<file path="src/rtl/vga_timing_gen.sv">
// ---------------------------------------------------------------------------
// vga_timing_gen
//
// Purpose:
//   Parametrised raster timing generator. It walks a horizontal pixel counter
//   and a vertical line counter through active / front porch / sync / back
//   porch, and produces sync, blanking, pixel coordinates and per-line and
//   per-frame event pulses. One pixel is consumed for each cycle where
//   i_pix_stb is high. Everything else runs on the system clock.
//
// Optional feature:
//   VGA_FRAME_CNT_EN - when defined, adds a 16-bit frame counter output
//                      (o_frame) that advances together with o_screenend.
//
// Ports:
//   i_clk         system clock
//   i_rst_n       synchronous, active-low reset
//   i_pix_stb     pixel-advance qualifier (single-cycle pulse or held high)
//   o_hs          horizontal sync, HS_POL level while asserted
//   o_vs          vertical sync, VS_POL level while asserted
//   o_blanking    high outside the visible region
//   o_active      high inside the visible region
//   o_line_start  one-cycle pulse when the first pixel of a line is entered
//   o_screenend   one-cycle pulse when the last pixel of a frame is entered
//   o_animate     one-cycle pulse when the first blanked line is entered
//   o_x           visible pixel column, 0 while horizontally blanked
//   o_y           visible line, 0 while vertically blanked
//   o_frame       frame counter (VGA_FRAME_CNT_EN only)
// ---------------------------------------------------------------------------
module vga_timing_gen #(
  parameter int   H_ACTIVE = 640,
  parameter int   H_FP     = 16,
  parameter int   H_SYNC   = 96,
  parameter int   H_BP     = 48,
  parameter int   V_ACTIVE = 480,
  parameter int   V_FP     = 10,
  parameter int   V_SYNC   = 2,
  parameter int   V_BP     = 33,
  parameter logic HS_POL   = 1'b0,
  parameter logic VS_POL   = 1'b0,
  parameter int   XW       = 10,
  parameter int   YW       = 9,
  parameter int   CW       = 12
) (
  input  logic          i_clk,
  input  logic          i_rst_n,
  input  logic          i_pix_stb,
  output logic          o_hs,
  output logic          o_vs,
  output logic          o_blanking,
  output logic          o_active,
  output logic          o_line_start,
  output logic          o_screenend,
  output logic          o_animate,
  output logic [XW-1:0] o_x,
  output logic [YW-1:0] o_y
`ifdef VGA_FRAME_CNT_EN
  ,
  output logic [15:0]   o_frame
`endif
);

  // -------------------------------------------------------------------------
  // Derived geometry. All boundaries are pre-cast to the counter width so
  // the comparisons below are width-clean.
  // -------------------------------------------------------------------------
  localparam int H_TOTAL = H_ACTIVE + H_FP + H_SYNC + H_BP;
  localparam int V_TOTAL = V_ACTIVE + V_FP + V_SYNC + V_BP;

  localparam logic [CW-1:0] H_ACT_END  = CW'(H_ACTIVE);
  localparam logic [CW-1:0] H_SYNC_BEG = CW'(H_ACTIVE + H_FP);
  localparam logic [CW-1:0] H_SYNC_END = CW'(H_ACTIVE + H_FP + H_SYNC);
  localparam logic [CW-1:0] H_LAST     = CW'(H_TOTAL - 1);

  localparam logic [CW-1:0] V_ACT_END  = CW'(V_ACTIVE);
  localparam logic [CW-1:0] V_SYNC_BEG = CW'(V_ACTIVE + V_FP);
  localparam logic [CW-1:0] V_SYNC_END = CW'(V_ACTIVE + V_FP + V_SYNC);
  localparam logic [CW-1:0] V_LAST     = CW'(V_TOTAL - 1);

  localparam logic [CW-1:0] CNT_ONE    = CW'(1);

  // Raster position currently presented on the outputs.
  logic [CW-1:0] h_cnt;
  logic [CW-1:0] v_cnt;

  // Position the raster moves to if this cycle carries a strobe.
  logic [CW-1:0] h_nxt;
  logic [CW-1:0] v_nxt;

  // Output values decoded from the next position.
  logic          hs_nxt;
  logic          vs_nxt;
  logic          h_vis_nxt;
  logic          v_vis_nxt;
  logic          active_nxt;
  logic          line_start_nxt;
  logic          screenend_nxt;
  logic          animate_nxt;
  logic [XW-1:0] x_nxt;
  logic [YW-1:0] y_nxt;

  // Next-position arithmetic: the line counter advances only when the pixel
  // counter wraps, and both wrap together on the last pixel of the frame.
  always_comb begin
    h_nxt = h_cnt;
    v_nxt = v_cnt;
    if (h_cnt == H_LAST) begin
      h_nxt = '0;
      if (v_cnt == V_LAST) begin
        v_nxt = '0;
      end else begin
        v_nxt = v_cnt + CNT_ONE;
      end
    end else begin
      h_nxt = h_cnt + CNT_ONE;
    end
  end

  // Decode the next position rather than the current one so that the
  // registered outputs line up with the counters after the same edge.
  always_comb begin
    h_vis_nxt      = (h_nxt < H_ACT_END);
    v_vis_nxt      = (v_nxt < V_ACT_END);
    active_nxt     = h_vis_nxt && v_vis_nxt;
    hs_nxt         = ((h_nxt >= H_SYNC_BEG) && (h_nxt < H_SYNC_END)) ? HS_POL : ~HS_POL;
    vs_nxt         = ((v_nxt >= V_SYNC_BEG) && (v_nxt < V_SYNC_END)) ? VS_POL : ~VS_POL;
    x_nxt          = h_vis_nxt ? h_nxt[XW-1:0] : '0;
    y_nxt          = v_vis_nxt ? v_nxt[YW-1:0] : '0;
    line_start_nxt = (h_nxt == '0);
    screenend_nxt  = (h_nxt == H_LAST) && (v_nxt == V_LAST);
    animate_nxt    = (h_nxt == '0) && (v_nxt == V_ACT_END);
  end

  // Raster counters. Reset wins over the strobe; without a strobe the
  // position simply holds.
  always_ff @(posedge i_clk) begin
    if (!i_rst_n) begin
      h_cnt <= '0;
      v_cnt <= '0;
    end else if (i_pix_stb) begin
      h_cnt <= h_nxt;
      v_cnt <= v_nxt;
    end
  end

  // Level outputs (sync, blanking, coordinates) only change on a strobe.
  // Reset values are exactly the decode of position (0,0).
  always_ff @(posedge i_clk) begin
    if (!i_rst_n) begin
      o_hs       <= ~HS_POL;
      o_vs       <= ~VS_POL;
      o_blanking <= 1'b0;
      o_active   <= 1'b1;
      o_x        <= '0;
      o_y        <= '0;
    end else if (i_pix_stb) begin
      o_hs       <= hs_nxt;
      o_vs       <= vs_nxt;
      o_blanking <= ~active_nxt;
      o_active   <= active_nxt;
      o_x        <= x_nxt;
      o_y        <= y_nxt;
    end
  end

  // Event pulses are cleared on every cycle without a strobe, so a pulse is
  // one system clock wide even when the strobe is sparse. With the strobe
  // held high the position moves every cycle, which also keeps them narrow.
  always_ff @(posedge i_clk) begin
    if (!i_rst_n) begin
      o_line_start <= 1'b1;
      o_screenend  <= 1'b0;
      o_animate    <= 1'b0;
    end else if (i_pix_stb) begin
      o_line_start <= line_start_nxt;
      o_screenend  <= screenend_nxt;
      o_animate    <= animate_nxt;
    end else begin
      o_line_start <= 1'b0;
      o_screenend  <= 1'b0;
      o_animate    <= 1'b0;
    end
  end

`ifdef VGA_FRAME_CNT_EN
  // Frame counter steps on the same edge that raises o_screenend and wraps
  // silently at 16 bits.
  always_ff @(posedge i_clk) begin
    if (!i_rst_n) begin
      o_frame <= '0;
    end else if (i_pix_stb && screenend_nxt) begin
      o_frame <= o_frame + 16'd1;
    end
  end
`endif

endmodule
</file>
<file path="config.mk">
export PLATFORM = sky130hd
export DESIGN_NAME = vga_timing_gen
export DESIGN_NICKNAME = d
export VERILOG_FILES = /design/src/rtl/vga_timing_gen.sv
export SDC_FILE = /design/constraint.sdc
export NUM_CORES = 1
export LEC_CHECK = 0
export BUFFER_PORTS_ARGS = -buffer_cell sky130_fd_sc_hd__buf_2
export CAP_MARGIN = 20
export CORE_MARGIN = 8
export CORE_UTILIZATION = 58
export CTS_CLUSTER_SIZE = 20
export DETAILED_ROUTE_END_ITERATION = 12
export PLACE_DENSITY = 0.79
export REMOVE_ABC_BUFFERS = 1
export SYNTH_ARGS = -nofsm -noshare
export SYNTH_HDL_FRONTEND = slang
export SYNTH_SLANG_ARGS = --single-unit
</file>
<file path="constraint.sdc">
create_clock -name i_clk -period 3.3 [get_ports i_clk]
set_input_delay 0.99 -clock i_clk [delete_from_list [all_inputs] [get_ports i_clk]]
set_output_delay 0.99 -clock i_clk [all_outputs]
set_load 0.005 [all_outputs]
</file>
==> results of run 1 <==
-- Yosys cell counts, drive strengths merged, types with 5 or more instances --
library cell,count
ha,5
and2,11
nand4,13
clkbuf,11
buf,6
nor4,6
a21oi,5
a22o,11
o21ai,17
and3,5
inv,8
a21o,8
dfxtp,50
nor2,18
or2,5
nand2,32
nor3,7
xnor2,11
nand3,17
xor2,5
-- layer usage --
metal	vias to the layer above	global-route usage, %	routed length (um)
met5	-	0	0
met4	0	8.48	176
met2	130	28.4	3000
met3	21	4.88	609
li1	1177	-	-
met1	1133	26.1	3090
-- cell families (layout without fill, tap and decap cells) --
family          after synthesis  count (layout)  synth area share, %
compound gates               72              72                 20.8
simple gates                134             134                 28.1
mux                           4               4                 1.52
flops                        50              50                 38.0
buf+inv                      25              49                 3.94
xor+xnor                     16              16                 5.31
fa+ha+maj                     5               5                 2.37
-- report_power, final --
part	switching [mW]	internal, mW
Combinational	0.0333	0.0186
Sequential	0.00812	0.611
Clock	0.230	0.159
Total	0.271	0.788
-- final cells by class --
cell class	count	share of cell area (%)
Clock inverter	3	0.982
Sequential cell	50	34.1
Clock buffer	5	2.35
Multi-Input combinational cell	231	53.2
Tap cell	52	2.22
Inverter	8	1.02
Timing Repair Buffer	33	6.06
-- timing repair --
item | in CTS | in global routing
setup buffers | 0 | 0
resized for setup | 0 | 3
hold endpoints to repair | 0 | 0
setup endpoints to repair | 0 | 10
hold buffers | 0 | 0
-- worst register-to-register path, delay by kind of cell (launching register included) --
family | cells | cell delay [ns]
flip-flops | 1 | 0.45
AND/OR/NAND/NOR | 4 | 1.55
AO/OA/AOI/OAI | 2 | 0.63
adder cells (fa/ha/maj) | 1 | 0.30
-- worst paths after layout --
check	from	endpoint	slack, ns	depth (start not counted)
max	h_cnt[0]	o_vs	0.26	7
max reg2reg	h_cnt[0]	o_vs	0.26	7
min reg2reg	o_x[9]	o_x[9]	0.46	2
min	o_x[9]	o_x[9]	0.46	2
-- stage by stage --
stage	hold slack, ns	cell area (sq um)	std cells	total power [mW]	utilization (%)
after CTS	0.466	2910	382	1.06	66.8
after global routing	0.487	2930	382	1.09	67.3
after global placement	0.432	2810	374	0.683	64.5
after detailed placement	0.441	2810	374	0.685	64.5
after floorplan	0.449	2560	289	0.658	-
final	0.460	2930	382	1.06	67.3
-- state kept, by name (all words and copies together) (netlist names) --
signal        flops
h_cnt            12
v_cnt            12
o_x              10
o_y               9
o_active          1
o_animate         1
o_blanking        1
o_hs              1
o_line_start      1
o_screenend       1
o_vs              1
==> run summary, run 1 <==
Status: complete, no violations
Synthesized instance count: 306
Worst-path cell chain: ha_1, and4_1, nand4_1, or4_1, o2bb2a_4, nand3_1, o32a_1
Peak VDD IR: 0.292 mV
Final setup vio count: 0
CTS tree: done
Predominant post-synthesis flop cell: dfxtp_1
Syn Std Cell Area: 2640 sq um
Worst setup EP type: flip-flop
Most common cell after layout, fill and taps aside: dfxtp_1
Pwr Density: 361 nW/um^2
Setup_tns: 0 ns
Final slew viol count: 0
Layout Nets: 337
CP Buf/Inv Count: 0
Vias in the first global route: 2205
Leak: 1.19 nW
Seq/Total Area, Yosys: 38.0%
Diode count: 0
Share of the synthesized area in the top cell type: 38.0%
Final Hold Violating Endpoints: 0
DRC: 0
Vias per cell: 6.44
Post-DRT Antenna Nets: 0
Most area-hungry cell type in the Yosys netlist: dfxtp_1
Detailed placement HPWL: 4900 um
Total CTS buffers: 5
Antenna violations before repair: 0
WL/cell: 18.0 um
Final Critical Period: 3.04 ns
Max capacitance violation total: 0
Clock Sinks: 50
Grt ovf: 0
Synthesis-to-finish area growth: 11.1%
Worst slew margin: 60.9%
Tot GR Track Use: 19.4%
CTS root buffer: clkbuf_8
Worst-skew pair later-pin latency: 0.32 ns
Hold Path Class: flip-flop to flip-flop
Slowest Stage Delay on Critical Path: 0.60 ns
Yosys reg bits: 50
Fin Clk Skew: 0.00849 ns
CTS clk-pin slew, worst paths: 0.10 ns
Row cnt: 24
Starting Density: 60.6%
Fraction of registers with async set/reset: 0%
Slowest CP cell: or4_1
Synth top area cells: dfxtp_1, nand2_1, a22o_1
Fraction of layout cells with a size suffix above 1: 16.7%
Final WL: 6880 um
Crit path max fanout: 11
Dpl ws: 0.225 ns
Routed via count: 2461
Worst Setup Slack, final: 0.262 ns
Required @ worst endpoint: 3.51 ns
Core area: 4350 sq um
Slew at the pin with the worst max-slew slack: 0.582 ns
GPL Wtd Cong: 0.918
Synth unique cells: 59
Pin count of the biggest net entering global routing: 28
Unrepaired setup endpoints after global routing: no
Die H: 83.4 um
Clock tree buffer depth: 2
H-Tree Depth: 2
Drt first pass iters: 5
I/O Pins: 29
Yosys warnings: 0
Arr. time, crit path: 3.25 ns
Setup crit start kind: flip-flop
CP top delay family: simple AND/OR/NAND/NOR gates
I/O Buffers: 28
Critical path class: flip-flop to flip-flop
Initial drt markers: 269
Mapped Avg Cell Area: 8.62 sq um
Commonest cells after routing, fill and taps aside: dfxtp_1, nand2_1, buf_2
Register area: 1000 sq um
Achievable Freq: 329 MHz
Area of the multi-input gates: 1560 sq um
First-pass GRT wire length: 11200 um
Post-synth EDFFs: 0
Filler cells: 361
Die W: 83.4 um
Part of the cycle the worst path needs: 92.1%
Full die area: 6960 sq um
Note: power is estimated with default switching activity, not from simulation.
==> inputs of run 2 (changes only) <==
GPL_TIMING_DRIVEN = 0   (was unset)
==> run 2 against run 1 <==
Effect of this change:
- final area fell by 0.64%
- final cell count fell by 1.0%
- clock-buffer cell count did not move
- setup slack got worse by 0.065 ns
- clock power rose by 11%
- sequential power barely moved
- sequential cell count did not move
- wire length fell by 6.2%
- die area did not move
- critical path depth did not move
- critical path type unchanged
- highest routed layer unchanged
==> run summary, run 2 (synthesized netlist as in run 1, its figures left out) <==
Slowest Stage Delay on Critical Path: 0.50 ns
CP top delay family: simple AND/OR/NAND/NOR gates
Starting Density: 60.6%
Power Internal: 0.852 mW
R2R Path Start: h_cnt[0]
Pwr Density: 378 nW/um^2
Achievable Freq: 322 MHz
Reg-to-reg endpoint: o_y[7]
Setup_tns: 0 ns
Peak VDD IR: 0.290 mV
Final WL: 6460 um
Diode count: 0
Pwr Total: 1.10 mW
Vias per cell: 6.42
Full die area: 6960 sq um
Unrepaired setup endpoints after global routing: no
Top Layer Used: met4
Clock Sinks: 50
GPL Wtd Cong: 0.939
Final Critical Period: 3.10 ns
Most common cell after layout, fill and taps aside: dfxtp_1
I/O Pins: 29
Dpl ws: 0.0909 ns
Slew at the pin with the worst max-slew slack: 1.03 ns
Net Sw Frac: 22.6%
Worst Setup Slack, final: 0.197 ns
Power share of the clock group: 39.2%
CTS clk-pin slew, worst paths: 0.09 ns
Placed cell count: 370
Row cnt: 24
Part of the cycle the worst path needs: 94.0%
WP depth: 7
Max capacitance violation total: 0
Crit path max fanout: 11
CP Buf/Inv Count: 0
Routed via count: 2426
Commonest cells after routing, fill and taps aside: dfxtp_1, nand2_1, buf_2
Sequential share of power: 56.3%
Reg2Reg Depth: 7
WL met3: 429 um
CTS root buffer: clkbuf_8
Worst-skew pair later-pin latency: 0.31 ns
Final slew viol count: 0
Combinational power share: 4.5%
Fraction of layout cells with a size suffix above 1: 15.3%
First-pass GRT wire length: 10600 um
Detailed placement HPWL: 4520 um
Fin Clk Skew: 0.00332 ns
Final setup vio count: 0
Initial drt markers: 307
Antenna violations before repair: 0
Total CTS buffers: 5
Die W: 83.4 um
Vias in the first global route: 2126
WL/cell: 17.1 um
Grt ovf: 0
Critical path class: flip-flop to flip-flop
Slowest CP cell: xor2_1
Post-DRT Antenna Nets: 0
DRC: 0
Status: complete, no violations
DRT met1 WL: 3020 um
Setup crit start kind: flip-flop
Layout Nets: 333
Pin count of the biggest net entering global routing: 23
Required @ worst endpoint: 3.51 ns
H-Tree Depth: 2
Fin util: 66.9%
Crit path launch: h_cnt[0]
Leak: 1.18 nW
Register-to-Register Setup Slack: 0.20 ns
Sw Pwr: 0.248 mW
Largest regs: h_cnt (12), v_cnt (12), o_x (10)
Worst slew margin: 30.2%
Met2 wire length: 2890 um
Arr. time, crit path: 3.31 ns
Drt first pass iters: 5
Finished Layout Cells: 378
CTS tree: done
Final Hold Violating Endpoints: 0
Worst setup EP type: flip-flop
CTS Hold Buffers Added: 0
Tot GR Track Use: 17.9%
Core area: 4350 sq um
Clock tree buffer depth: 2
I/O Buffers: 28
Synthesis-to-finish area growth: 10.4%
Worst-path cell chain: ha_1, and4_1, nand4b_2, nor2_1, xor2_1, a311oi_4, a32o_1
Crit path to: o_y[7]
Hold Path Class: flip-flop to flip-flop
Die H: 83.4 um
run 2: power by group through the flow:
stage	combinational, mW	clock, mW	sequential (mW)
floorplan	0.0256	0	0.632
global placement	0.0462	0	0.633
detailed placement	0.0493	0	0.633
CTS	0.0498	0.436	0.619
global route	0.0550	0.458	0.620
finish	0.0495	0.432	0.619
run 2: per-stage QoR:
| step | cell area (sq um) | hold WS [ns] |
|---|---|---|
| finish | 2910 | 0.460 |
| global route | 2910 | 0.492 |
| CTS | 2900 | 0.460 |
| detailed placement | 2790 | 0.440 |
| global placement | 2770 | 0.431 |
| floorplan | 2560 | 0.449 |
run 2: layer usage:
metal | vias to the layer above | global-route usage, %
met2 | 96 | 27.4
met1 | 1151 | 24.0
li1 | 1165 | -
met5 | - | 0
met3 | 14 | 4.30
met4 | 0 | 5.65
run 2: worst register-to-register path: stages (launching register included):
cell and delay (ns):
dfxtp_1 0.47, ha_1 0.33, and4_1 0.49, nand4b_2 0.39, nor2_1 0.22, xor2_1 0.50, a311oi_4 0.27, a32o_1 0.34
run 2: how the worst min path moves through the flow:
stage / start / endpoint / slack, ns / depth (start not counted)
6_report: o_x[4] / o_x[4] / 0.46 / 2
5_1_grt: o_x[0] / o_x[0] / 0.49 / 1
4_1_cts: o_x[4] / o_x[4] / 0.46 / 2
3_5_place_dp: o_x[4] / o_x[4] / 0.44 / 2
3_3_place_gp: o_x[6] / o_x[6] / 0.43 / 2
2_1_floorplan: o_x[1] / o_x[1] / 0.45 / 2
run 2: area by class of cell:
cell class / count / area [sq um]
Tap cell: 52 / 65.1
Multi-Input combinational cell: 231 / 1550
Inverter: 8 / 30.0
Fill cell: 360 / 1440
Clock buffer: 5 / 68.8
Sequential cell: 50 / 1000
Clock inverter: 3 / 40.0
Timing Repair Buffer: 29 / 155
run 2: what timing repair did:
action,in CTS,in global routing
gates resized for setup,0,2
endpoints found under the setup margin,0,11
buffers inserted,0,0
